===== config.mk =====
export PLATFORM = sky130hd
export DESIGN_NAME = mac_acc_accumulator_block
export DESIGN_NICKNAME = d
export VERILOG_FILES = /design/src/rtl/mac_acc_accumulator_block_pkg.sv /design/src/rtl/mac_acc_accumulator_block_segment.sv /design/src/rtl/mac_acc_accumulator_block.sv
export SDC_FILE = /design/constraint.sdc
export NUM_CORES = 1
export LEC_CHECK = 0
export CELL_PAD_IN_SITES_DETAIL_PLACEMENT = 2
export CELL_PAD_IN_SITES_GLOBAL_PLACEMENT = 2
export CORE_ASPECT_RATIO = 2
export CORE_MARGIN = 3
export CORE_UTILIZATION = 32
export CTS_CLUSTER_SIZE = 10
export DETAILED_ROUTE_END_ITERATION = 10
export PLACE_DENSITY_LB_ADDON = 0.08
export SETUP_SLACK_MARGIN = 0.02
export SLEW_MARGIN = 20
export SYNTH_ARGS = -nofsm -noshare
export SYNTH_HDL_FRONTEND = slang
export SYNTH_SLANG_ARGS = --single-unit

===== constraint.sdc =====
create_clock -name clk -period 22.1 [get_ports clk]
set_input_delay 4.42 -clock clk [delete_from_list [all_inputs] [get_ports clk]]
set_output_delay 4.42 -clock clk [all_outputs]
set_load 0.005 [all_outputs]

===== src/rtl/mac_acc_accumulator_block_pkg.sv =====
// Shared constants and helpers for the MAC accumulator stage.
package mac_acc_accumulator_block_pkg;

    localparam int MAC_CONF_WIDTH = 4;
    localparam int MAC_MIN_WIDTH  = 8;
    localparam int MAC_MULT_WIDTH = 2 * MAC_MIN_WIDTH;
    localparam int MAC_ACC_WIDTH  = 2 * MAC_MULT_WIDTH;

    // Field positions inside cfg
    localparam int CFG_SIGNED  = 3;
    localparam int CFG_MAC     = 2;
    localparam int CFG_MODE_HI = 1;
    localparam int CFG_MODE_LO = 0;

    // Lane configuration; 2'b11 behaves as Single
    typedef enum logic [1:0] {
        MODE_SINGLE     = 2'b00,
        MODE_DUAL       = 2'b01,
        MODE_QUAD       = 2'b10,
        MODE_SINGLE_ALT = 2'b11
    } mode_e;

    // Configuration assumed after reset: Single, unsigned, mac
    localparam logic [MAC_CONF_WIDTH-1:0] CFG_RESET = 4'b0100;

    // Segments that sit at the top of a lane and therefore own an ovf bit
    function automatic logic [3:0] lane_top_mask(input logic [1:0] mode);
        case (mode)
            MODE_DUAL: lane_top_mask = 4'b1010;
            MODE_QUAD: lane_top_mask = 4'b1000;
            default:   lane_top_mask = 4'b1111;
        endcase
    endfunction

endpackage


===== src/rtl/mac_acc_accumulator_block_segment.sv =====
// One accumulator segment adder: sum, carry-out and signed overflow.
module mac_acc_segment
    import mac_acc_accumulator_block_pkg::*;
(
    input  logic [MAC_ACC_WIDTH-1:0] a,
    input  logic [MAC_ACC_WIDTH-1:0] b,
    input  logic                     cin,
    output logic [MAC_ACC_WIDTH-1:0] sum,
    output logic                     cout,
    output logic                     sovf
);

    logic [MAC_ACC_WIDTH:0] full_sum;

    // Widen by one bit so the carry-out falls out of the add
    always_comb begin
        full_sum = {1'b0, a} + {1'b0, b} + {{MAC_ACC_WIDTH{1'b0}}, cin};
        sum      = full_sum[MAC_ACC_WIDTH-1:0];
        cout     = full_sum[MAC_ACC_WIDTH];
        // Two's-complement overflow: like-signed operands, different-signed result
        sovf     = (a[MAC_ACC_WIDTH-1] == b[MAC_ACC_WIDTH-1]) &&
                   (sum[MAC_ACC_WIDTH-1] != a[MAC_ACC_WIDTH-1]);
    end

endmodule


===== src/rtl/mac_acc_accumulator_block.sv =====
// Four-segment accumulator with configurable carry chaining,
// sticky per-lane overflow, synchronous clear and 1-cycle valid.
module mac_acc_accumulator_block
    import mac_acc_accumulator_block_pkg::*;
(
    input  logic                      clk,
    input  logic                      rst,
    input  logic                      en,
    input  logic [MAC_CONF_WIDTH-1:0] cfg,
    input  logic                      in_valid,
    input  logic                      acc_clr,
    input  logic [MAC_ACC_WIDTH-1:0]  C0_in,
    input  logic [MAC_ACC_WIDTH-1:0]  C1_in,
    input  logic [MAC_ACC_WIDTH-1:0]  C2_in,
    input  logic [MAC_ACC_WIDTH-1:0]  C3_in,
    output logic [MAC_ACC_WIDTH-1:0]  acc0_out,
    output logic [MAC_ACC_WIDTH-1:0]  acc1_out,
    output logic [MAC_ACC_WIDTH-1:0]  acc2_out,
    output logic [MAC_ACC_WIDTH-1:0]  acc3_out,
    output logic [3:0]                ovf,
    output logic                      out_valid
);

    // Only the sign and lane-mode fields decide whether a new run starts,
    // so only those are remembered between beats.
    localparam logic [2:0] CFG_Q_RESET = {CFG_RESET[CFG_SIGNED], CFG_RESET[CFG_MODE_HI:CFG_MODE_LO]};

    logic [MAC_ACC_WIDTH-1:0] c_seg [4];
    logic [MAC_ACC_WIDTH-1:0] sum_seg [4];
    logic [MAC_ACC_WIDTH-1:0] acc_q [4];
    logic [MAC_ACC_WIDTH-1:0] acc_d [4];
    logic [3:0]               cin_seg;
    logic [3:0]               cout_seg;
    logic [3:0]               sovf_seg;
    logic [3:0]               ovf_q, ovf_d;
    logic [2:0]               cfg_q, cfg_d;
    logic                     first_beat_q, first_beat_d;
    logic                     out_valid_q, out_valid_d;

    logic [1:0] mode;
    logic       accept;
    logic       mode_chg;
    logic       do_load;
    logic [3:0] top_mask;
    logic [3:0] ovf_new;

    assign c_seg[0] = C0_in;
    assign c_seg[1] = C1_in;
    assign c_seg[2] = C2_in;
    assign c_seg[3] = C3_in;

    // Beat acceptance, load decision and lane shape for the incoming cfg
    always_comb begin
        mode     = cfg[CFG_MODE_HI:CFG_MODE_LO];
        accept   = en & in_valid;
        mode_chg = (cfg[CFG_SIGNED] != cfg_q[2]) || (mode != cfg_q[1:0]);
        do_load  = ~cfg[CFG_MAC] | acc_clr | first_beat_q | mode_chg;
        top_mask = lane_top_mask(mode);
        ovf_new  = cfg[CFG_SIGNED] ? sovf_seg : cout_seg;
    end

    // Carry chain between segments follows the lane configuration
    always_comb begin
        cin_seg    = 4'b0000;
        cin_seg[1] = (mode == MODE_DUAL || mode == MODE_QUAD) ? cout_seg[0] : 1'b0;
        cin_seg[2] = (mode == MODE_QUAD) ? cout_seg[1] : 1'b0;
        cin_seg[3] = (mode == MODE_DUAL || mode == MODE_QUAD) ? cout_seg[2] : 1'b0;
    end

    generate
        for (genvar gi = 0; gi < 4; gi++) begin : g_seg
            mac_acc_segment u_seg (
                .a    (acc_q[gi]),
                .b    (c_seg[gi]),
                .cin  (cin_seg[gi]),
                .sum  (sum_seg[gi]),
                .cout (cout_seg[gi]),
                .sovf (sovf_seg[gi])
            );
        end
    endgenerate

    // Next-state: load/accumulate on a beat, clear without a beat, hold when idle
    always_comb begin
        for (int i = 0; i < 4; i++) acc_d[i] = acc_q[i];
        ovf_d        = ovf_q;
        cfg_d        = cfg_q;
        first_beat_d = first_beat_q;
        out_valid_d  = 1'b0;
        if (en) begin
            out_valid_d = accept;
            if (accept) begin
                cfg_d        = {cfg[CFG_SIGNED], mode};
                first_beat_d = 1'b0;
                if (do_load) begin
                    for (int i = 0; i < 4; i++) acc_d[i] = c_seg[i];
                    ovf_d = 4'b0000;
                end else begin
                    for (int i = 0; i < 4; i++) acc_d[i] = sum_seg[i];
                    ovf_d = (ovf_q | ovf_new) & top_mask;
                end
            end else if (acc_clr) begin
                for (int i = 0; i < 4; i++) acc_d[i] = '0;
                ovf_d        = 4'b0000;
                first_beat_d = 1'b1;
            end
        end
    end

    // State registers with synchronous reset
    always_ff @(posedge clk) begin
        if (rst) begin
            for (int i = 0; i < 4; i++) acc_q[i] <= '0;
            ovf_q        <= 4'b0000;
            cfg_q        <= CFG_Q_RESET;
            first_beat_q <= 1'b1;
            out_valid_q  <= 1'b0;
        end else begin
            for (int i = 0; i < 4; i++) acc_q[i] <= acc_d[i];
            ovf_q        <= ovf_d;
            cfg_q        <= cfg_d;
            first_beat_q <= first_beat_d;
            out_valid_q  <= out_valid_d;
        end
    end

    assign acc0_out  = acc_q[0];
    assign acc1_out  = acc_q[1];
    assign acc2_out  = acc_q[2];
    assign acc3_out  = acc_q[3];
    assign ovf       = ovf_q;
    assign out_valid = out_valid_q;

endmodule


==> reports/results.ini <==
[setup_path]
path_class=primary input to flop
path_common_cell=fa_1
crit_path_max_fanout=5
cpPeakStageDelay_ps=520
critPathArrivalTime_ps=16570
worst_setup_path_start_kind=primary input
cp-end-kind=flop
worstPathRequired_ps=22410
slowest_stage=a311oi_1

[finish]
nets=1957
drive_gt1_share_pct=3.296
area.growth.synth_to_final_pct=32.05
utilization_pct=43.04

[detailed_routing]
drc=0
vias=12430
viasPerCell=5.787
wl_per_cell_um=23.26
drtIter0Drc=440
totalWireLength_um=49940
drtPass1Iterations=5
drt.antenna.violating_nets=0

[synth]
synth_seq_area_share_pct=23.82
netlist_area_um2=11510
synth-async-reset-ratio_pct=0
yosysWarnings=0
synth_edf_count=0
synth_nets=1723
netlist_top_cells_area=dfxtp_1 (24%), ha_1 (14%), o21ai_0 (7.3%)
ys_types=72
synth_most_common_cell=o21ai_0
yosys-top-cells-count=o21ai_0 (168), a21oi_1 (140), dfxtp_1 (137)
synth.top_cell.area_share_pct=23.82
ys_ff_latch=137
syn_inst=1453
synth_top_area_cell=dfxtp_1
synth_ff_type=dfxtp_1
synth_area_per_cell_um2=7.923

[floorplanning]
die_h_um=274.2
initial_utilization_pct=32.60
die_area_um2=38430
die-width_um=140.1
pin_count=270
core_area_um2=35320
num_rows=97

[clock_network]
clkLatencyLatePin_ps=450
clockRootBuffer=clkbuf_16
cts.sinks=137
cts_max_path_buffers=2
postCtsHoldBufs=0
cts_tree=done
cts_made_buffers=17
cts_resized=0
post-cts-setup-buffers=0
clk_pin_slew_ps=60
cts_max_level=4

[sta]
post-route-period-util_pct=73.57
worstMarginPinSlew_ps=968.2
clock_skew_ps=15.20
setup_viol_count_final=0
layout_min_cycle_time_ps=16260
relSlewSlack_pct=35.46
fmax_mhz=61.50
setup_ws_ps=5841
hold_viol=0
drv_slew=0
tns_ps=0
rsz0062_at_grt=no

[pwr]
p_switching_mw=0.2562
combPwrFrac_pct=29.3
peakVddDrop_mv=0.05302
powerDensity_nw_per_um2=51.72
clkPwrFrac_pct=36.5
power_frac_seq_pct=34.2
intPower_mw=0.5300
power.static_leakage_nw=6.420
swShare_pct=32.58

[status]
status=finished clean

[grt]
grt_pass1_wl_um=78450
grt_pass1_vias=14080
antenna_found_initial=4
globalRouteTotalUtil_pct=25.79
grt_max_degree=70
grt_overflow=0

[placement]
hpwl_um=38750
io_buffers=269
post-place-ws_ps=5454
gp_congestion=0.8516

[hold_path]
hold_path.class=flop to flop

[flow_run]
cap_viol_max_count=0

-- cells by family (layout without fill, tap and decap cells) --
kind of cell | Yosys count | in the layout | share of synthesized area, %
compound gates | 622 | 622 | 34.92
other cells | 0 | 3 | 0
xor+xnor | 114 | 114 | 8.673
mux | 12 | 12 | 1.043
flops | 137 | 137 | 23.82
buf+inv | 89 | 335 | 2.924
simple gates | 346 | 346 | 13.71
fa+ha+maj | 133 | 133 | 14.91
-- critical path: cells and delay by family --
kind	cells	cell delay, ps
xor+xnor	1	170
simple gates	6	1300
buf+inv	1	430
compound gates	26	6830
fa+ha+maj	8	3400
-- placed cells by master (no fill, tap or decap), types with 12 or more instances in the layout --
cell and instances:
a21o_1 64, a211oi_1 16, clkbuf_16 17, clkdlybuf4s50_1 269
a31oi_1 15, dfxtp_1 137, a22oi_1 63, nand3_1 20
mux2i_1 12, inv_1 25, xor2_1 50, a22o_1 17
o21a_1 16, nor2_1 96, o31ai_1 12, nand2_1 131
nor3_1 24, nand2b_1 12, o21bai_1 26, o21ai_0 167
xnor2_1 64, a21oi_1 140, ha_1 126, and3_1 13
-- stage by stage --
stage | hold slack, ps | power, mW | area, um^2 | std cells
3_5_place_dp | 466.5 | 0.5045 | 14630 | 2113
5_1_grt | 504.3 | 0.8305 | 15200 | 2147
4_1_cts | 475.4 | 0.7965 | 15190 | 2144
6_report | 476.5 | 0.7862 | 15200 | 2147
3_3_place_gp | 456.6 | 0.4964 | 14630 | 2113
2_1_floorplan | 448.1 | 0.4036 | 11510 | 1453
-- layout make-up --
| type | instances | area (um^2) |
|---|---|---|
| sequential | 137 | 2743 |
| clock inverter | 9 | 72.57 |
| tap | 445 | 556.8 |
| antenna | 3 | 7.507 |
| timing repair buffer | 278 | 2760 |
| clock buffer | 22 | 484.2 |
| fill | 4055 | 20120 |
| inverter | 26 | 97.59 |
| multi-input combinational | 1227 | 8481 |
-- state kept, by name, summed over array words and instances (netlist names) --
register      count
ovf               4
cfg_q             3
out_valid         1
acc_q           128
first_beat_q      1
-- worst paths after layout --
kind | cells after the start | start | to | slack (ps)
setup / recovery | 42 | C0_in[0] | acc_q[3][18]$_SDFFE_PP0P_ | 5840
hold / removal | 2 | cfg_q[2]$_SDFFE_PP0P_ | cfg_q[2]$_SDFFE_PP0P_ | 480
setup reg to reg | 41 | acc_q[0][0]$_SDFFE_PP0P_ | acc_q[3][18]$_SDFFE_PP0P_ | 9940
hold reg to reg | 2 | cfg_q[2]$_SDFFE_PP0P_ | cfg_q[2]$_SDFFE_PP0P_ | 480
-- metal layers --
metal	global-route usage, %	part of all wire [%]	vias to the layer above	wire length [um]
met5	0	0.024	-	12
met4	11.13	4.0	2	1981
met3	3.613	3.0	71	1507
met2	52.97	58	243	28990
met1	24.71	35	6192	17450
li1	-	-	5917	-
-- power groups by stage --
stage | Clock [mW] | Sequential (mW) | Combinational (mW)
after CTS | 0.295 | 0.269 | 0.232
after global placement | 0 | 0.274 | 0.223
final | 0.287 | 0.269 | 0.230
after global routing | 0.305 | 0.271 | 0.255
after floorplan | 0 | 0.273 | 0.131
after detailed placement | 0 | 0.275 | 0.230
Note: power is estimated with default switching activity, not from simulation.
